$ cat config.mk
export PLATFORM = sky130hd
export DESIGN_NAME = if_stage_req_fetch_flat
export DESIGN_NICKNAME = d
export VERILOG_FILES = /design/src/rtl/if_stage_req_fetch_if.sv /design/src/rtl/if_stage_req_fetch.sv /design/src/flat_wrapper.sv
export SDC_FILE = /design/constraint.sdc
export NUM_CORES = 1
export LEC_CHECK = 0
export BUFFER_PORTS_ARGS = -buffer_cell sky130_fd_sc_hd__buf_2
export CORE_ASPECT_RATIO = 0.9
export CORE_MARGIN = 5
export CORE_UTILIZATION = 57
export CTS_CLUSTER_DIAMETER = 100
export DETAILED_ROUTE_END_ITERATION = 10
export PLACE_DENSITY = 0.79
export SYNTH_ARGS = -nofsm -noshare
export SYNTH_HDL_FRONTEND = slang
export SYNTH_SLANG_ARGS = --single-unit
$ cat constraint.sdc
create_clock -name clk -period 6.41 [get_ports clk]
set_clock_uncertainty 0.05 [all_clocks]
set_input_delay 1.282 -clock clk [delete_from_list [all_inputs] [get_ports clk]]
set_output_delay 1.282 -clock clk [all_outputs]
set_load 0.1 [all_outputs]
$ cat src/rtl/if_stage_req_fetch_if.sv
// Instruction-side SRAM-like bus: the fetch stage drives req/addr and the bridge answers
// with addr_ok (request accepted) and data_ok/rdata (oldest request returns).
interface if_stage_req_fetch_if;
  logic        req;
  logic        wr;
  logic [1:0]  size;
  logic [31:0] addr;
  logic [31:0] wdata;
  logic        addr_ok;
  logic        data_ok;
  logic [31:0] rdata;

  modport master (
    output req, wr, size, addr, wdata,
    input  addr_ok, data_ok, rdata
  );

  modport slave (
    input  req, wr, size, addr, wdata,
    output addr_ok, data_ok, rdata
  );
endinterface

$ cat src/rtl/if_stage_req_fetch.sv
// Instruction-fetch stage for the req/addr_ok/data_ok bus: keeps up to MAX_OUTST fetches in
// flight, buffers returns in an IBUF_DEPTH FIFO toward ID and drops stale data after redirects.
module if_stage_req_fetch #(
  parameter logic [31:0] RESET_PC   = 32'h1c000000,
  parameter int          IBUF_DEPTH = 4,
  parameter int          MAX_OUTST  = 2
) (
  input  logic                 clk,
  input  logic                 resetn,
  if_stage_req_fetch_if.master inst_sram,
  input  logic                 flush,
  input  logic [31:0]          flush_pc,
  input  logic                 br_taken,
  input  logic [31:0]          br_target,
  input  logic                 id_allowin,
  output logic                 if_to_id_valid,
  output logic [31:0]          if_inst,
  output logic [31:0]          if_pc,
  output logic                 if_excp_adef
);
  localparam int PW = $clog2(IBUF_DEPTH);
  localparam int CW = $clog2(IBUF_DEPTH + 1);
  localparam int OW = $clog2(MAX_OUTST + 1);
  localparam int QW = (MAX_OUTST > 1) ? $clog2(MAX_OUTST) : 1;

  logic          active;
  logic [31:0]   fetch_pc;
  logic [31:0]   pend_addr;
  logic          pending;
  logic          pend_stale;
  logic          halted;
  logic [OW-1:0] outst;
  logic [OW-1:0] discard;
  logic [OW-1:0] outst_nx;

  logic [31:0]   ibuf_pc   [IBUF_DEPTH];
  logic [31:0]   ibuf_inst [IBUF_DEPTH];
  logic          ibuf_adef [IBUF_DEPTH];
  logic [PW-1:0] wr_ptr;
  logic [PW-1:0] rd_ptr;
  logic [CW-1:0] fifo_cnt;

  logic [31:0]   pcq [MAX_OUTST];
  logic [QW-1:0] pcq_wr;
  logic [QW-1:0] pcq_rd;

  logic          redirect;
  logic [31:0]   target;
  logic          misal;
  logic          fifo_empty;
  logic          fifo_full;
  logic          can_issue;
  logic          req;
  logic          acc;
  logic          dok;
  logic          drop;
  logic          push_data;
  logic          push_adef;
  logic          push;
  logic          pop;

  function automatic logic [QW-1:0] qinc(input logic [QW-1:0] p);
    return (p == QW'(MAX_OUTST - 1)) ? '0 : p + QW'(1);
  endfunction

  always_comb begin
    redirect   = flush | br_taken;
    target     = flush ? flush_pc : br_target;
    misal      = fetch_pc[1:0] != 2'b00;
    fifo_empty = fifo_cnt == '0;
    fifo_full  = fifo_cnt == CW'(IBUF_DEPTH);
    // Outstanding requests reserve FIFO space so every return always has a slot.
    can_issue  = active & ~pending & ~halted & ~misal
               & ((32'(outst) + 32'(fifo_cnt)) < IBUF_DEPTH)
               & (32'(outst) < MAX_OUTST);
    req        = pending | can_issue;
    acc        = req & inst_sram.addr_ok;
    dok        = inst_sram.data_ok;
    drop       = dok & (redirect | (discard != '0));
    push_data  = dok & ~drop;
    push_adef  = active & misal & ~halted & ~pending & (outst == '0) & (discard == '0)
               & ~fifo_full & ~redirect;
    push       = push_data | push_adef;
    if_to_id_valid = ~fifo_empty & ~redirect;
    pop        = if_to_id_valid & id_allowin;
    outst_nx   = outst + OW'(acc) - OW'(dok);
  end

  assign inst_sram.req   = req;
  assign inst_sram.wr    = 1'b0;
  assign inst_sram.size  = 2'b10;
  assign inst_sram.addr  = pending ? pend_addr : fetch_pc;
  assign inst_sram.wdata = 32'h0;

  assign if_pc        = ibuf_pc[rd_ptr];
  assign if_inst      = ibuf_inst[rd_ptr];
  assign if_excp_adef = ibuf_adef[rd_ptr];

  always_ff @(posedge clk) begin
    if (!resetn) begin
      active     <= 1'b0;
      fetch_pc   <= RESET_PC;
      pending    <= 1'b0;
      pend_stale <= 1'b0;
      halted     <= 1'b0;
      outst      <= '0;
      discard    <= '0;
      wr_ptr     <= '0;
      rd_ptr     <= '0;
      fifo_cnt   <= '0;
      pcq_wr     <= '0;
      pcq_rd     <= '0;
    end else begin
      active     <= 1'b1;
      pending    <= req & ~inst_sram.addr_ok;
      // A request still waiting for addr_ok across a redirect must not advance fetch_pc.
      pend_stale <= req & ~inst_sram.addr_ok & (redirect | pend_stale);
      outst      <= outst_nx;
      if (acc) pcq_wr <= qinc(pcq_wr);
      if (dok) pcq_rd <= qinc(pcq_rd);
      if (redirect) begin
        fetch_pc <= target;
        halted   <= 1'b0;
        discard  <= outst_nx + OW'(req & ~inst_sram.addr_ok);
        wr_ptr   <= '0;
        rd_ptr   <= '0;
        fifo_cnt <= '0;
      end else begin
        if (acc & ~(pending & pend_stale)) fetch_pc <= fetch_pc + 32'd4;
        if (drop) discard <= discard - OW'(1);
        if (push_adef) halted <= 1'b1;
        if (push) wr_ptr <= wr_ptr + PW'(1);
        if (pop) rd_ptr <= rd_ptr + PW'(1);
        fifo_cnt <= fifo_cnt + CW'(push) - CW'(pop);
      end
    end
  end

  always_ff @(posedge clk) begin
    if (can_issue) pend_addr <= fetch_pc;
    if (acc) pcq[pcq_wr] <= inst_sram.addr;
    if (push) begin
      ibuf_pc[wr_ptr]   <= push_adef ? fetch_pc : pcq[pcq_rd];
      ibuf_inst[wr_ptr] <= push_adef ? 32'h0 : inst_sram.rdata;
      ibuf_adef[wr_ptr] <= push_adef;
    end
  end

  // A return with nothing in flight means the bridge and this stage disagree.
  assert property (@(posedge clk) disable iff (!resetn) !(dok && (outst == '0)));

endmodule
$ cat src/flat_wrapper.sv
// flat-port wrapper written by rule: the top's interface ports become plain ports
module if_stage_req_fetch_flat 
#(
  parameter logic [31:0] RESET_PC   = 32'h1c000000,
  parameter int          IBUF_DEPTH = 4,
  parameter int          MAX_OUTST  = 2
)
  (clk, resetn, flush, flush_pc, br_taken, br_target, id_allowin, if_to_id_valid, if_inst, if_pc, if_excp_adef, inst_sram_req, inst_sram_wr, inst_sram_size, inst_sram_addr, inst_sram_wdata, inst_sram_addr_ok, inst_sram_data_ok, inst_sram_rdata);
  if_stage_req_fetch_if inst_sram_i ();
  input  logic clk;
  input  logic resetn;
  input  logic flush;
  input  logic [31:0] flush_pc;
  input  logic br_taken;
  input  logic [31:0] br_target;
  input  logic id_allowin;
  output logic if_to_id_valid;
  output logic [31:0] if_inst;
  output logic [31:0] if_pc;
  output logic if_excp_adef;
  output wire logic [$bits(inst_sram_i.req)-1:0] inst_sram_req;
  output wire logic [$bits(inst_sram_i.wr)-1:0] inst_sram_wr;
  output wire logic [$bits(inst_sram_i.size)-1:0] inst_sram_size;
  output wire logic [$bits(inst_sram_i.addr)-1:0] inst_sram_addr;
  output wire logic [$bits(inst_sram_i.wdata)-1:0] inst_sram_wdata;
  input wire logic [$bits(inst_sram_i.addr_ok)-1:0] inst_sram_addr_ok;
  input wire logic [$bits(inst_sram_i.data_ok)-1:0] inst_sram_data_ok;
  input wire logic [$bits(inst_sram_i.rdata)-1:0] inst_sram_rdata;
  assign inst_sram_req = inst_sram_i.req;
  assign inst_sram_wr = inst_sram_i.wr;
  assign inst_sram_size = inst_sram_i.size;
  assign inst_sram_addr = inst_sram_i.addr;
  assign inst_sram_wdata = inst_sram_i.wdata;
  assign inst_sram_i.addr_ok = inst_sram_addr_ok;
  assign inst_sram_i.data_ok = inst_sram_data_ok;
  assign inst_sram_i.rdata = inst_sram_rdata;
  if_stage_req_fetch #(.RESET_PC(RESET_PC), .IBUF_DEPTH(IBUF_DEPTH), .MAX_OUTST(MAX_OUTST)) u_core (.clk(clk), .resetn(resetn), .inst_sram(inst_sram_i), .flush(flush), .flush_pc(flush_pc), .br_taken(br_taken), .br_target(br_target), .id_allowin(id_allowin), .if_to_id_valid(if_to_id_valid), .if_inst(if_inst), .if_pc(if_pc), .if_excp_adef(if_excp_adef));
endmodule
==> results.tsv, run 1 <==
metric	value	unit
clkSlewWorstSetupHoldPaths	0.06	ns
leakagePower	6.71	nW
wl_per_cell	21.7	µm
stdcell_count	1680	
hold_buffers	0	
synth_area_leaders	edfxtp_1, mux4_2, dfxtp_1	
dieArea	33200	µm²
antenna_found_initial	0	
synthTopCellsByCount	edfxtp_1, mux4_2, nand2_1, o21ai_0, dfxtp_1	
grt_start_max_net_pins	102	
num_antenna_cells	0	
report.final.slew_viol_count	0	
io_pins	237	
drc	0	
synth_flop_cell	edfxtp_1	
irDropWorstVdd	175	µV
max_stage_delay	1.05	ns
drtPass1Iterations	5	
rsz0062_at_grt	false	
grt_pass1_vias	9953	
track_usage	21.9	%
hpwl	22.5	mm
yosys.area.top_type	edfxtp_1	
use_met2	35.2	%
relSlewSlack	22.6	%
fmaxAchievable	236	MHz
synth-seq-area-share	69.3	%
nets	1369	
post-route-period-util	66.2	%
synth_seq_cells	408	
num_rows	59	
clkLatencyLatePin	0.52	ns
ant_nets	0	
r2r-start	u_core.pending	
routed_via_density	5.76	
hold_slack	0.411	ns
place_inst	1607	
finalPower	0.00616	W
syn_area_per_cell	15.9	µm²
yosysMostFrequentCell	edfxtp_1	
cts_max_level	2	
cap_violations	0	
die_y	173	µm
cts_tree	built	
critPathArrivalTime	2.91	ns
async_reset_ff_share	0	%
die_w	192	µm
vias	9669	
grt_pass1_wl	56.7	mm
critPathKind	reg2out	
cp.required	5.08	ns
ys_warn_count	0	
first_iter_violations	785	
outcome	finished, final reports clean	
floorplan.initialDensity	58.2	%
clock_sinks	408	
cts-buffers-inserted	40	
yosys.area.top_type_share	63.2	%
postPlaceCellArea	18200	µm²
postLayoutCellArea	19400	µm²
worstHoldStart	u_core.pend_stale	
syn-cell-area	16900	µm²
place.gp.congestion	0.870	
fin_crit	4.24	ns
grt-busiest-layer	met2	
cts-root-buf	clkbuf_16	
tightest_slew	1.16	ns
cts-resized-gates	0	
synth_edf_count	356	
cp-start-kind	flip-flop	
hp-class	reg2reg	
grtUsageMet1	31.4	%
crit_fanout	51	
cp_cell_sequence	buf_4, mux4_2, buf_2	
fin_tns_setup	0	ns
grt_remaining_overflow	0	
coreArea	29100	µm²
cp-end-kind	output pin	
use_met3	4.85	%
setup_viol	0	
wl	36.5	mm
post_cts_buffers	0	
area_growth_syn_to_layout	14.7	%
layout-drive-gt1-share	29.4	%
syn_inst	1062	
ys_types	60	
hold_viol	0	
slowest_stage	dfxtp_4	
power_density	317	nW/µm²
portBuffers	201	
clockBufferDepth	3	
placed cells by master, fill, tap and decap left out, types with 7 or more instances in the layout:
cell type / instances
edfxtp_1: 356
buf_2: 201
mux4_2: 65
nand2_1: 64
o21ai_0: 60
dfxtp_1: 48
clkbuf_16: 41
mux2i_1: 40
nor2_1: 40
conb_1: 35
nor2b_1: 33
mux2_2: 27
a21oi_1: 24
inv_1: 20
xnor2_1: 18
nand3_1: 15
a211oi_1: 14
nand4_1: 13
nor3b_1: 12
ha_1: 12
and3_1: 11
clkbuf_1: 11
clkinv_1: 10
xor2_1: 10
nor3_1: 10
buf_4: 9
nor4_1: 7
flip-flops by register name (all words and copies together), names as in the netlist, named ones only:
name               flops
u_core.ibuf_inst     128
u_core.ibuf_pc       128
u_core.pcq            64
u_core.fetch_pc       32
u_core.pend_addr      32
u_core.ibuf_adef       4
u_core.fifo_cnt        3
u_core.discard         2
u_core.outst           2
u_core.rd_ptr          2
u_core.wr_ptr          2
u_core.active          1
u_core.halted          1
u_core.pcq_rd          1
u_core.pcq_wr          1
u_core.pend_stale      1
u_core.pending         1
path summary, 6_finish.rpt:
check | to | slack (ns) | cells after the start
worst max-delay path | if_excp_adef | 2.17 | 3
worst min-delay path | u_core.pend_stale | 0.41 | 1
worst max register to register | u_core.pcq[0][3] | 2.70 | 5
worst min register to register | u_core.pend_stale | 0.41 | 1
area by class of cell:
class / instances / area [µm²]
timing repair buffer: 210 / 1070
multi-input combinational: 572 / 4790
fill: 2011 / 9670
clock inverter: 19 / 141
tap: 396 / 495
sequential: 408 / 11700
clock buffer: 54 / 1090
inverter: 21 / 78.8
layer usage:
layer,up-vias,part of all wire (%)
li1,4406,-
met1,4772,42
met2,436,47
met3,55,9.0
met4,0,1.9
met5,-,0
where the power goes:
group	switching (W)	total, W	leakage, nW	internal [W]
clock network	0.000919	0.00220	0.608	0.00128
registers	0.0000813	0.00311	3.67	0.00303
logic	0.000673	0.000850	2.43	0.000178
total	0.00167	0.00616	6.71	0.00449
worst max-delay path, delay by kind of cell, from the launching register on:
kind,cells,cell delay (ns)
DFF,1,1.05
buffers and inverters,2,0.76
muxes,1,0.56
cell families (layout without fill, tap and decap cells):
kind of cell | after synthesis | after routing | share of synthesized area [%]
muxes | 132 | 132 | 12.8
buffers and inverters | 115 | 304 | 3.42
other | 2 | 35 | 0.0444
xor gates and xnor gates | 28 | 28 | 1.45
DFF | 408 | 408 | 69.3
and+or+nand+nor | 238 | 238 | 7.46
adders and majority gates | 13 | 13 | 1.01
AOI/OAI and AO/OA | 126 | 126 | 4.49
per-stage QoR:
stage / utilization, % / setup WS, ns
3_5_place_dp: 62.5 / 2.00
6_report: 66.8 / 2.17
3_3_place_gp: 62.5 / 2.05
4_1_cts: 66.8 / 2.05
2_1_floorplan: - / 0.761
5_1_grt: 66.8 / 1.87
(Power assumes the default switching activity.)
==> run 2: changes to the inputs <==
- CORE_UTILIZATION: 57 -> 52
- PLACE_DENSITY: 0.79 -> 0.76
- clock period: 6.41 -> 3.9 ns (I/O delays scaled with it)
==> run 2 against run 1 <==
Critical path depth unchanged. Global-route usage decreased by 2.0 points. Sequential cell count unchanged. Sequential power increased by 64%. Critical path type unchanged. Largest cell class unchanged.
==> results.tsv, run 2 (same netlist as run 1, synthesis figures left out) <==
metric	value	unit	change
die_y	181	µm	was 173 µm
drtPass1Iterations	5		unchanged
p_int	0.00770	W	was 0.00449 W
track_usage	19.9	%	was 21.9%
fin_crit	3.30	ns	
hold_viol	0		unchanged
layout-drive-gt1-share	30.7	%	was 29.4%
ff2ff_path_depth	6		was 5
hold_buffers	0		unchanged
grt_pass1_vias	9978		was 9953
setup_viol	0		unchanged
wl	36.7	mm	was 36.5 mm
critPathArrivalTime	2.47	ns	was 2.91 ns
postPlaceCellArea	18400	µm²	was 18200 µm²
first_iter_violations	751		was 785
cts-root-buf	clkbuf_16		unchanged
use_met2	32.6	%	was 35.2%
place.gp.congestion	0.891		was 0.870
clock_sinks	408		unchanged
portBuffers	201		unchanged
num_antenna_cells	0		unchanged
io_pins	237		unchanged
switching_share	26.5	%	was 27.1%
combinationalPowerShare	13.7	%	was 13.8%
ant_nets	0		unchanged
worstHoldStart	u_core.pend_stale		unchanged
die_w	200	µm	was 192 µm
hold_end	u_core.pend_stale		unchanged
irDropWorstVdd	322	µV	was 175 µV
p_sw	0.00278	W	was 0.00167 W
grtUsageMet1	28.0	%	was 31.4%
outcome	finished, final reports clean		unchanged
grt_pass1_wl	57.2	mm	was 56.7 mm
vias	9678		was 9669
rrSetupSlack	1.18	ns	was 2.70 ns
report.final.slew_viol_count	0		unchanged
floorplan.initialDensity	52.8	%	was 58.2%
reg.largest.list	u_core.ibuf_inst (128), u_core.ibuf_pc (128), u_core.pcq (64)		unchanged
critPathKind	reg2out		unchanged
cts_tree	built		unchanged
cts-resized-gates	0		unchanged
fin_tns_setup	0	ns	unchanged
coreArea	32000	µm²	was 29100 µm²
place_inst	1644		was 1607
cp-start-kind	flip-flop		unchanged
clock_power_share	37.6	%	was 35.7%
seqPwrFrac	48.6	%	was 50.5%
fillers	2371		was 2011
antenna_found_initial	0		unchanged
relSlewSlack	24.2	%	was 22.6%
hpwl	23.3	mm	was 22.5 mm
tightest_slew	1.14	ns	was 1.16 ns
postLayoutCellArea	19800	µm²	was 19400 µm²
num_rows	62		was 59
rsz0062_at_grt	false		unchanged
clkSlewWorstSetupHoldPaths	0.06	ns	about the same
post_cts_buffers	0		unchanged
use_met3	4.27	%	was 4.85%
dieArea	36300	µm²	was 33200 µm²
clkLatencyLatePin	0.52	ns	about the same
cp.required	3.07	ns	was 5.08 ns
routed_via_density	5.62		was 5.76
cts_max_level	2		unchanged
stdcell_count	1721		was 1680
crit_fanout	26		was 51
hp-class	reg2reg		unchanged
clockBufferDepth	3		unchanged
cp-end-kind	output pin		unchanged
wl_per_cell	21.3	µm	was 21.7 µm
post-route-period-util	84.6	%	
min_path_cells	1		unchanged
r2r-start	u_core.pending		unchanged
final_common_cell	edfxtp_1		unchanged
final_cell_mix	edfxtp_1, buf_2, mux4_2, nand2_1, o21ai_0		unchanged
leakagePower	6.89	nW	was 6.71 nW
drc	0		unchanged
cts-buffers-inserted	42		was 40
reg2reg_to	u_core.ibuf_inst[2][18]		was u_core.pcq[0][3]
area_growth_syn_to_layout	17.2	%	was 14.7%
cap_violations	0		unchanged
power_density	528	nW/µm²	was 317 nW/µm²
grt_remaining_overflow	0		unchanged
nets	1388		was 1369
grt-busiest-layer	met2		unchanged
fmaxAchievable	303	MHz	
grt_start_max_net_pins	102		unchanged
run 2: per-stage QoR:
| stage | total power, W | hold WS [ns] | utilization, % | setup slack, ns |
|---|---|---|---|---|
| global placement | 0.00660 | 0.393 | 57.6 | 0.792 |
| global route | 0.0108 | 0.434 | 61.9 | 0.438 |
| finish | 0.0105 | 0.418 | 61.9 | 0.599 |
| floorplan | 0.00631 | 0.353 | - | -0.0415 |
| CTS | 0.0106 | 0.416 | 61.9 | 0.533 |
| detailed placement | 0.00663 | 0.402 | 57.6 | 0.725 |
run 2: critical path, cell delays in order (launching register included):
cell	delay (ns)
dfxtp_4	0.74
buf_12	0.30
mux4_2	0.56
buf_2	0.31
run 2: cell type report:
type                            count  area (µm²)  area share, %
Clock buffer                       58        1190           6.02
Clock inverter                     19         191          0.965
Inverter                           21        78.8          0.397
Multi-Input combinational cell    572        4790           24.2
Sequential cell                   408       11700           59.2
Tap cell                          416         520           2.62
Timing Repair Buffer              227        1320           6.64
run 2: how the worst max path moves through the flow:
stage / startpoint / end / slack [ns] / depth (start not counted)
4_1_cts: flip-flop / if_inst[6] / 0.53 / 3
3_5_place_dp: flush / u_core.fifo_cnt[2] / 0.73 / 10
3_3_place_gp: flush / u_core.fifo_cnt[2] / 0.79 / 10
6_report: flip-flop / if_inst[3] / 0.60 / 3
5_1_grt: flip-flop / if_inst[3] / 0.44 / 3
2_1_floorplan: flush / u_core.ibuf_adef[2] / -0.04 / 6
run 2: per-layer routing:
metal | vias up | routed length [µm]
met1 | 4776 | 15700
met2 | 404 | 17300
met5 | - | 0
met4 | 0 | 588
met3 | 51 | 3000
li1 | 4447 | -
run 2: power groups by stage:
stage          Clock, W  Sequential (W)  Combinational [W]
3_5_place_dp          0         0.00519            0.00144
5_1_grt         0.00422         0.00511            0.00151
3_3_place_gp          0         0.00518            0.00142
2_1_floorplan         0         0.00513            0.00118
4_1_cts         0.00402         0.00510            0.00145
6_report        0.00394         0.00510            0.00144
